File: config.mk
export PLATFORM = sky130hd
export DESIGN_NAME = freq_display_driver
export DESIGN_NICKNAME = d
export VERILOG_FILES = /design/src/rtl/freq_display_driver.sv
export SDC_FILE = /design/constraint.sdc
export NUM_CORES = 1
export LEC_CHECK = 0
export ABC_AREA = 1
export BUFFER_PORTS_ARGS = -buffer_cell sky130_fd_sc_hd__buf_2
export CORE_ASPECT_RATIO = 0.75
export CORE_MARGIN = 2
export CORE_UTILIZATION = 55
export CTS_CLUSTER_SIZE = 28
export DETAILED_ROUTE_END_ITERATION = 8
export GPL_ROUTABILITY_DRIVEN = 0
export HOLD_SLACK_MARGIN = 0.06
export PLACE_DENSITY = 0.76
export SYNTH_ARGS = -nofsm -noshare
export SYNTH_HDL_FRONTEND = slang
export SYNTH_SLANG_ARGS = --single-unit
File: constraint.sdc
create_clock -name mclk -period 3.1 [get_ports mclk]
set_input_delay 0.775 -clock mclk [delete_from_list [all_inputs] [get_ports mclk]]
set_output_delay 0.775 -clock mclk [all_outputs]
set_load 0.03 [all_outputs]
File: src/rtl/freq_display_driver.sv
// Binary-to-BCD (double-dabble) converter and 4-digit multiplexed 7-segment driver.
// Optional leading-zero blanking is enabled by defining LEADING_ZERO_BLANK_EN.
module freq_display_driver #(
    parameter int unsigned REFRESH_DIV = 50000
) (
    input  logic        mclk,
    input  logic        rst_n,
    input  logic [11:0] freq,
    output logic [15:0] bcd,
    output logic        busy,
    output logic [6:0]  seg,
    output logic        dp,
    output logic [3:0]  an
);

    localparam int unsigned PW = (REFRESH_DIV > 2) ? $clog2(REFRESH_DIV) : 1;

    typedef enum logic [1:0] {IDLE, SHIFT, DONE} state_t;

    state_t        state_q, state_d;
    logic [11:0]   last_q, last_d;
    logic [27:0]   sh_q, sh_d;
    logic [3:0]    cnt_q, cnt_d;
    logic [15:0]   bcd_q, bcd_d;
    logic          busy_q, busy_d;
    logic [PW-1:0] pre_q, pre_d;
    logic [1:0]    sel_q, sel_d;
    logic [3:0]    an_q, an_d;
    logic [6:0]    seg_q, seg_d;
    logic [27:0]   adj;
    logic [3:0]    nib;
    logic          blank;

    function automatic logic [6:0] seg_code(input logic [3:0] n);
        case (n)
            4'd0:    seg_code = 7'h40;
            4'd1:    seg_code = 7'h79;
            4'd2:    seg_code = 7'h24;
            4'd3:    seg_code = 7'h30;
            4'd4:    seg_code = 7'h19;
            4'd5:    seg_code = 7'h12;
            4'd6:    seg_code = 7'h02;
            4'd7:    seg_code = 7'h78;
            4'd8:    seg_code = 7'h00;
            4'd9:    seg_code = 7'h10;
            default: seg_code = 7'h7F;
        endcase
    endfunction

    always_ff @(posedge mclk) begin
        if (!rst_n) begin
            state_q <= IDLE;
            last_q  <= '0;
            sh_q    <= '0;
            cnt_q   <= '0;
            bcd_q   <= '0;
            busy_q  <= 1'b0;
            pre_q   <= '0;
            sel_q   <= '0;
            an_q    <= '1;
            seg_q   <= '1;
        end else begin
            state_q <= state_d;
            last_q  <= last_d;
            sh_q    <= sh_d;
            cnt_q   <= cnt_d;
            bcd_q   <= bcd_d;
            busy_q  <= busy_d;
            pre_q   <= pre_d;
            sel_q   <= sel_d;
            an_q    <= an_d;
            seg_q   <= seg_d;
        end
    end

    // Conversion FSM: shift register holds {bcd[15:0], binary[11:0]}.
    always_comb begin
        state_d = state_q;
        last_d  = last_q;
        sh_d    = sh_q;
        cnt_d   = cnt_q;
        bcd_d   = bcd_q;
        adj     = sh_q;
        case (state_q)
            IDLE: begin
                if (freq != last_q) begin
                    sh_d    = {16'h0000, freq};
                    last_d  = freq;
                    cnt_d   = '0;
                    state_d = SHIFT;
                end
            end
            SHIFT: begin
                for (int unsigned i = 0; i < 4; i++) begin
                    if (adj[12 + 4*i +: 4] >= 4'd5)
                        adj[12 + 4*i +: 4] = adj[12 + 4*i +: 4] + 4'd3;
                end
                sh_d  = {adj[26:0], 1'b0};
                cnt_d = cnt_q + 4'd1;
                if (cnt_q == 4'd11)
                    state_d = DONE;
            end
            DONE: begin
                bcd_d   = sh_q[27:12];
                state_d = IDLE;
            end
            default: state_d = IDLE;
        endcase
        busy_d = (state_d != IDLE);
    end

    always_comb begin
        pre_d = pre_q + PW'(1);
        sel_d = sel_q;
        if (pre_q == PW'(REFRESH_DIV - 1)) begin
            pre_d = '0;
            sel_d = sel_q + 2'd1;
        end
        case (sel_q)
            2'd0:    nib = bcd_q[3:0];
            2'd1:    nib = bcd_q[7:4];
            2'd2:    nib = bcd_q[11:8];
            default: nib = bcd_q[15:12];
        endcase
        blank = 1'b0;
`ifdef LEADING_ZERO_BLANK_EN
        case (sel_q)
            2'd1:    blank = (bcd_q[15:4] == 12'h000);
            2'd2:    blank = (bcd_q[15:8] == 8'h00);
            2'd3:    blank = (bcd_q[15:12] == 4'h0);
            default: blank = 1'b0;
        endcase
`endif
        an_d  = ~(4'b0001 << sel_q);
        seg_d = blank ? 7'h7F : seg_code(nib);
    end

    assign bcd  = bcd_q;
    assign busy = busy_q;
    assign an   = an_q;
    assign seg  = seg_q;
    assign dp   = 1'b1;

endmodule
# Word level (Yosys, flattened, before mapping)
# Memory sizes are Yosys's and may differ from the RTL's. A register that Yosys moved wholly into a read port is not among the register bits.
# Index checks and enable logic that the tools add are counted.
# classes
n_bitwise,2
shifts,1
n_lt_le_gt_ge,4
mux,12
reduce_logical,8
eq_ne,8
addsub,7
# op_table
op,n
$pmux 28 s2,1
$mux 28,1
$add 16x1->16 const B,1
$eq 16x16->1 const B,1
$ge 4x3->1 const B,4
$mux 4,4
$add 4x2->4 const B,3
$ne 12x12->1,1
$pmux 4 s3,1
$pmux 4 s2,1
$add 4x1->4 const B,1
$eq 2x1->1 const B,2
$eq 2x2->1 const B,2
$eq 4x4->1 const B,1
$logic_not 2->1,2
$mux 2,2
$not 4->4,1
$pmux 2 s2,1
$reduce_and 2->1,2
$reduce_bool 2->1,2
$shl 1x2->4 const A,1
$add 3x2->3 const B,1
$mux 3,1
$add 2x1->2 const B,1
4 further kinds,4
# word_totals
mem_bits_ro,112
elab_cells,52
input_bits,14
regBits,85
out_inout_bits,29
memories,1
# memory_table
name,words,word_bits,rd,rd_ports_with_merged_regs,wr,line,rtl
(name not given),16,7,1,1,0,35,case (n)

# Logic depth before layout (Yosys ltp)
# logic_depth
ltp_word,4
depth_mapped,12
depth_no_buf,12

# Worst setup path before layout
# OpenSTA, ideal clock, no wires.
# synth_timing
kind,register to register
startpoint,register sel_q[0]
endpoint,register seg_q[3] (netlist: seg[3])
t_required_ns,2.980
setup_time_ns,0.120
period_less_slack_ns,1.776
n_path_buf,0
stages_incl_launch_ff,12
arrival_time_ns,1.657
path_slack_ns,1.324
cell_sequence,dfxtp_1 > inv_1 > ha_1 > a22o_1 > nor2_1 > nor2_1 > inv_1 > ha_1 > nand3_1 > nand2_1 > nand2_1 > nand2_1
# synth_between
elab_chain_len,2
elab_cells_between_ends,4
classes_between,eq/ne (2); mux (1); reduce/logical (1)
# synth_lines
element,line,rtl
from (decl),27,"logic [1:0] sel_q, sel_d;"
from (signal assigned),70,sel_q <= sel_d;
$eq 2x2->1 (tied with other cells),119,case (sel_q)
$pmux 4 s3 *,119,
to (decl),29,"logic [6:0] seg_q, seg_d;"
# Mark *: on every way between the ends. The rest lies on a longest branch, timed or not.
# A chain may end at the register's enable or synchronous reset.

# Worst setup path after layout
# Ends and elaborated chain as after synthesis.

==> results by group <==
Finish
  • # diodes: 0
  • Share of cells above drive strength 1: 12.2%
  • Nets@finish: 657
  • Fin area: 4790 sq um
  • Commonest non-fill, non-tap cell in the layout: nand2_1
  • Layout area overhead: 11.2%
  • Commonest non-fill, non-tap cells in the layout: nand2_1 (138), dfxtp_1 (92), a21oi_1 (83), inv_1 (54), nand3_1 (51)

Synth
  • Async S/R FF share, synth: 0%
  • Mapped Area: 4310 sq um
  • Synth area leaders: dfxtp_1 (43%), nand2_1 (12%), a21oi_1 (9.6%)
  • Post-Syn Instances: 594
  • Post-synth net total: 626
  • Yosys reg bits: 92
  • Most used DFF post-synth: dfxtp_1
  • Netlist cell types: 34
  • Sequential area share after synthesis: 42.8%
  • Share of the synthesized area in the top cell type: 42.8%
  • Yosys warns: 0
  • Syn avg cell area: 7.25 sq um
  • Post-synth top area cell: dfxtp_1
  • Post-synth EDFFs: 0

Worst setup path
  • Worst setup SP type: flip-flop
  • Critical R2R Launch: sel_q[0]
  • Critical path class: flip-flop to flip-flop
  • Crit-path cells: inv_1 -> ha_1 -> a22o_1 -> nor2_1 -> nor2_1 -> inv_1 -> ha_1 -> nand3_1 -> nand2_1 -> nand2_1 -> nand2_1
  • Worst setup path end: seg[3]
  • Capturing element type of the critical path: flip-flop
  • Reg2reg setup slack: 940 ps
  • WP data required: 3360 ps
  • Max stage delay cell, worst path: dfxtp_1
  • WP data arrival: 2420 ps
  • R2R depth: 11
  • Crit path from: sel_q[0]
  • Most frequent CP cell: nand2_1
  • Critical path peak fanout: 6
  • Worst r2r dst: seg[3]
  • Worst path max stage delay: 350 ps

CTS
  • Clk Tree Root Cell: clkbuf_8
  • CTS tree: yes
  • Cts hold-fix bufs: 0
  • Clk slew on worst S/H paths: 100 ps
  • Post-CTS Resized: 0
  • Insertion delay to the later sink of the worst-skew pair: 360 ps
  • Post-CTS Setup Repair Bufs: 0
  • Cts bufs inserted: 9
  • H-tree lvl count: 3
  • Clock sink count: 92
  • Clock buffer depth: 2

Power and ir drop
  • Post-route total power: 2.36 mW
  • Sequential fraction of design power: 52.3%
  • Switch Pwr: 0.558 mW
  • Proportion of power drawn by the clock network: 40.0%
  • Power Internal: 1.80 mW
  • Sw frac: 23.6%
  • Worst IR Drop VDD: 0.236 mV
  • Leakage dissipation: 1.99 nW
  • PwrDens: 494 nW/um^2
  • Combinational Power Share: 7.7%

Timing
  • Highest clock rate: 0.462 GHz
  • Tcrit/Tclk final: 69.8%
  • Slew Viols, Final: 0
  • Unrepaired setup endpoints after global routing: false
  • Relative slew slack: 49.4%
  • Setup violators final: 0
  • Min cycle time layout: 2160 ps
  • Clk_skew: 14.9 ps
  • Final setup TNS: 0 ps
  • Worst Tran Pin Value: 757 ps
  • Final hold vios: 0

Place
  • Post-DP Area: 4550 sq um
  • Detailed placer's ending HPWL: 6.23 mm
  • Port bufs: 41

Die
  • Row count: 27
  • Ports: 43
  • Die width: 106 um
  • Area of the die: 8560 sq um
  • Die H: 80.6 um
  • Core box area: 7470 sq um
  • Initial core utilization: 57.7%

Route
  • 1st-iter DRT viols: 358
  • DRC: 0
  • Remaining antenna violation count: 0
  • Total wire length: 9.13 mm
  • Vias: 3908
  • Routed vias/inst: 5.35
  • Drt pass-1 iters: 5
  • WL per Instance: 12.5 um

Global route
  • Largest net degree at the start of global routing: 50
  • Vias in the first global route: 3521
  • Antenna violations before repair: 0
  • Gr ovfl total: 0
  • Total Routing Usage GR: 22.4%
  • First-pass GRT wire length: 15.5 mm

Flow run
  • Max cap viols: 0

Status
  • Outcome: finished, final reports clean

Worst hold path
  • Hold/Removal Path Class: flip-flop to flip-flop
[synth_stat cells (3+ instances only)]
cell type  number
xnor2_1         5
dfxtp_1        92
o21ai_0        48
nor2_1         31
nand2_2         6
nor3_1          7
ha_1           18
o21ai_1         3
xor2_1          6
nand2_1       138
inv_1          54
nand3_1        51
a21oi_1        83
nand4_1         3
inv_2           4
clkbuf_1       13
buf_2          10
[layout make-up]
class                   instances  area [sq um]
clock buffers                   9           124
fillers                       693          2680
flip-flops and latches         92          1840
multi-input cells             418          2120
clock inverters                 6           114
inverters                      59           221
well taps                     101           126
repair buffers                 45           235
[cells by family after synthesis]
| group | after synthesis | share of synthesized area [%] |
|---|---|---|
| AND/OR/NAND/NOR | 246 | 24.6 |
| AO/OA/AOI/OAI | 142 | 17.2 |
| adder cells (fa/ha/maj) | 18 | 5.23 |
| flip-flops | 92 | 42.8 |
| buffers and inverters | 84 | 7.88 |
| other | 1 | 0.0871 |
| XOR/XNOR | 11 | 2.24 |
[flip-flops by register name, summed over array words and instances, names as in the netlist]
name     count
seg          7
bcd         16
last_q      12
sh_q        28
state_q      2
busy         1
pre_q       16
an           4
cnt_q        4
sel_q        2
[layer usage]
| layer | share of wire (%) | vias up | wire length (um) | track usage, % |
|---|---|---|---|---|
| li1 | - | 2001 | - | - |
| met1 | 47 | 1802 | 4290 | 28.1 |
| met2 | 48 | 97 | 4380 | 38.9 |
| met3 | 4.3 | 8 | 393 | 5.36 |
| met4 | 0.69 | 0 | 63 | 5.66 |
| met5 | 0 | - | 0 | 0 |
[worst min path at each step]
| stage | startpoint | cells after the start | end | slack (ps) |
|---|---|---|---|---|
| after floorplan | pre_q[0] | 1 | pre_q[0] | 420 |
| after global placement | pre_q[0] | 1 | pre_q[0] | 430 |
| after detailed placement | pre_q[0] | 1 | pre_q[0] | 440 |
| after CTS | pre_q[0] | 1 | pre_q[0] | 460 |
| after global routing | pre_q[0] | 1 | pre_q[0] | 490 |
| final | pre_q[0] | 1 | pre_q[0] | 460 |
[power groups by stage]
stage	clock [mW]	sequential (mW)	combinational [mW]
finish	0.944	1.24	0.182
global placement	0	1.26	0.179
floorplan	0	1.27	0.129
global route	1.00	1.24	0.210
detailed placement	0	1.26	0.182
CTS	0.960	1.24	0.183
[worst max-delay path, delay by kind of cell, from the launching register on]
kind	cells	cell delay [ps]
flip-flops	1	350
buffers and inverters	2	300
AO/OA/AOI/OAI	1	190
adder cells (fa/ha/maj)	2	630
AND/OR/NAND/NOR	6	620
[stage by stage]
stage	hold WS [ps]	worst slack (ps)	util, %	std cells
after floorplan	418	1320	-	594
after global placement	433	742	60.9	715
after detailed placement	442	704	60.9	715
after CTS	456	972	64.1	730
after global routing	491	762	64.1	730
final	457	936	64.1	730
No activity file was read; power rests on OpenSTA's default activity.
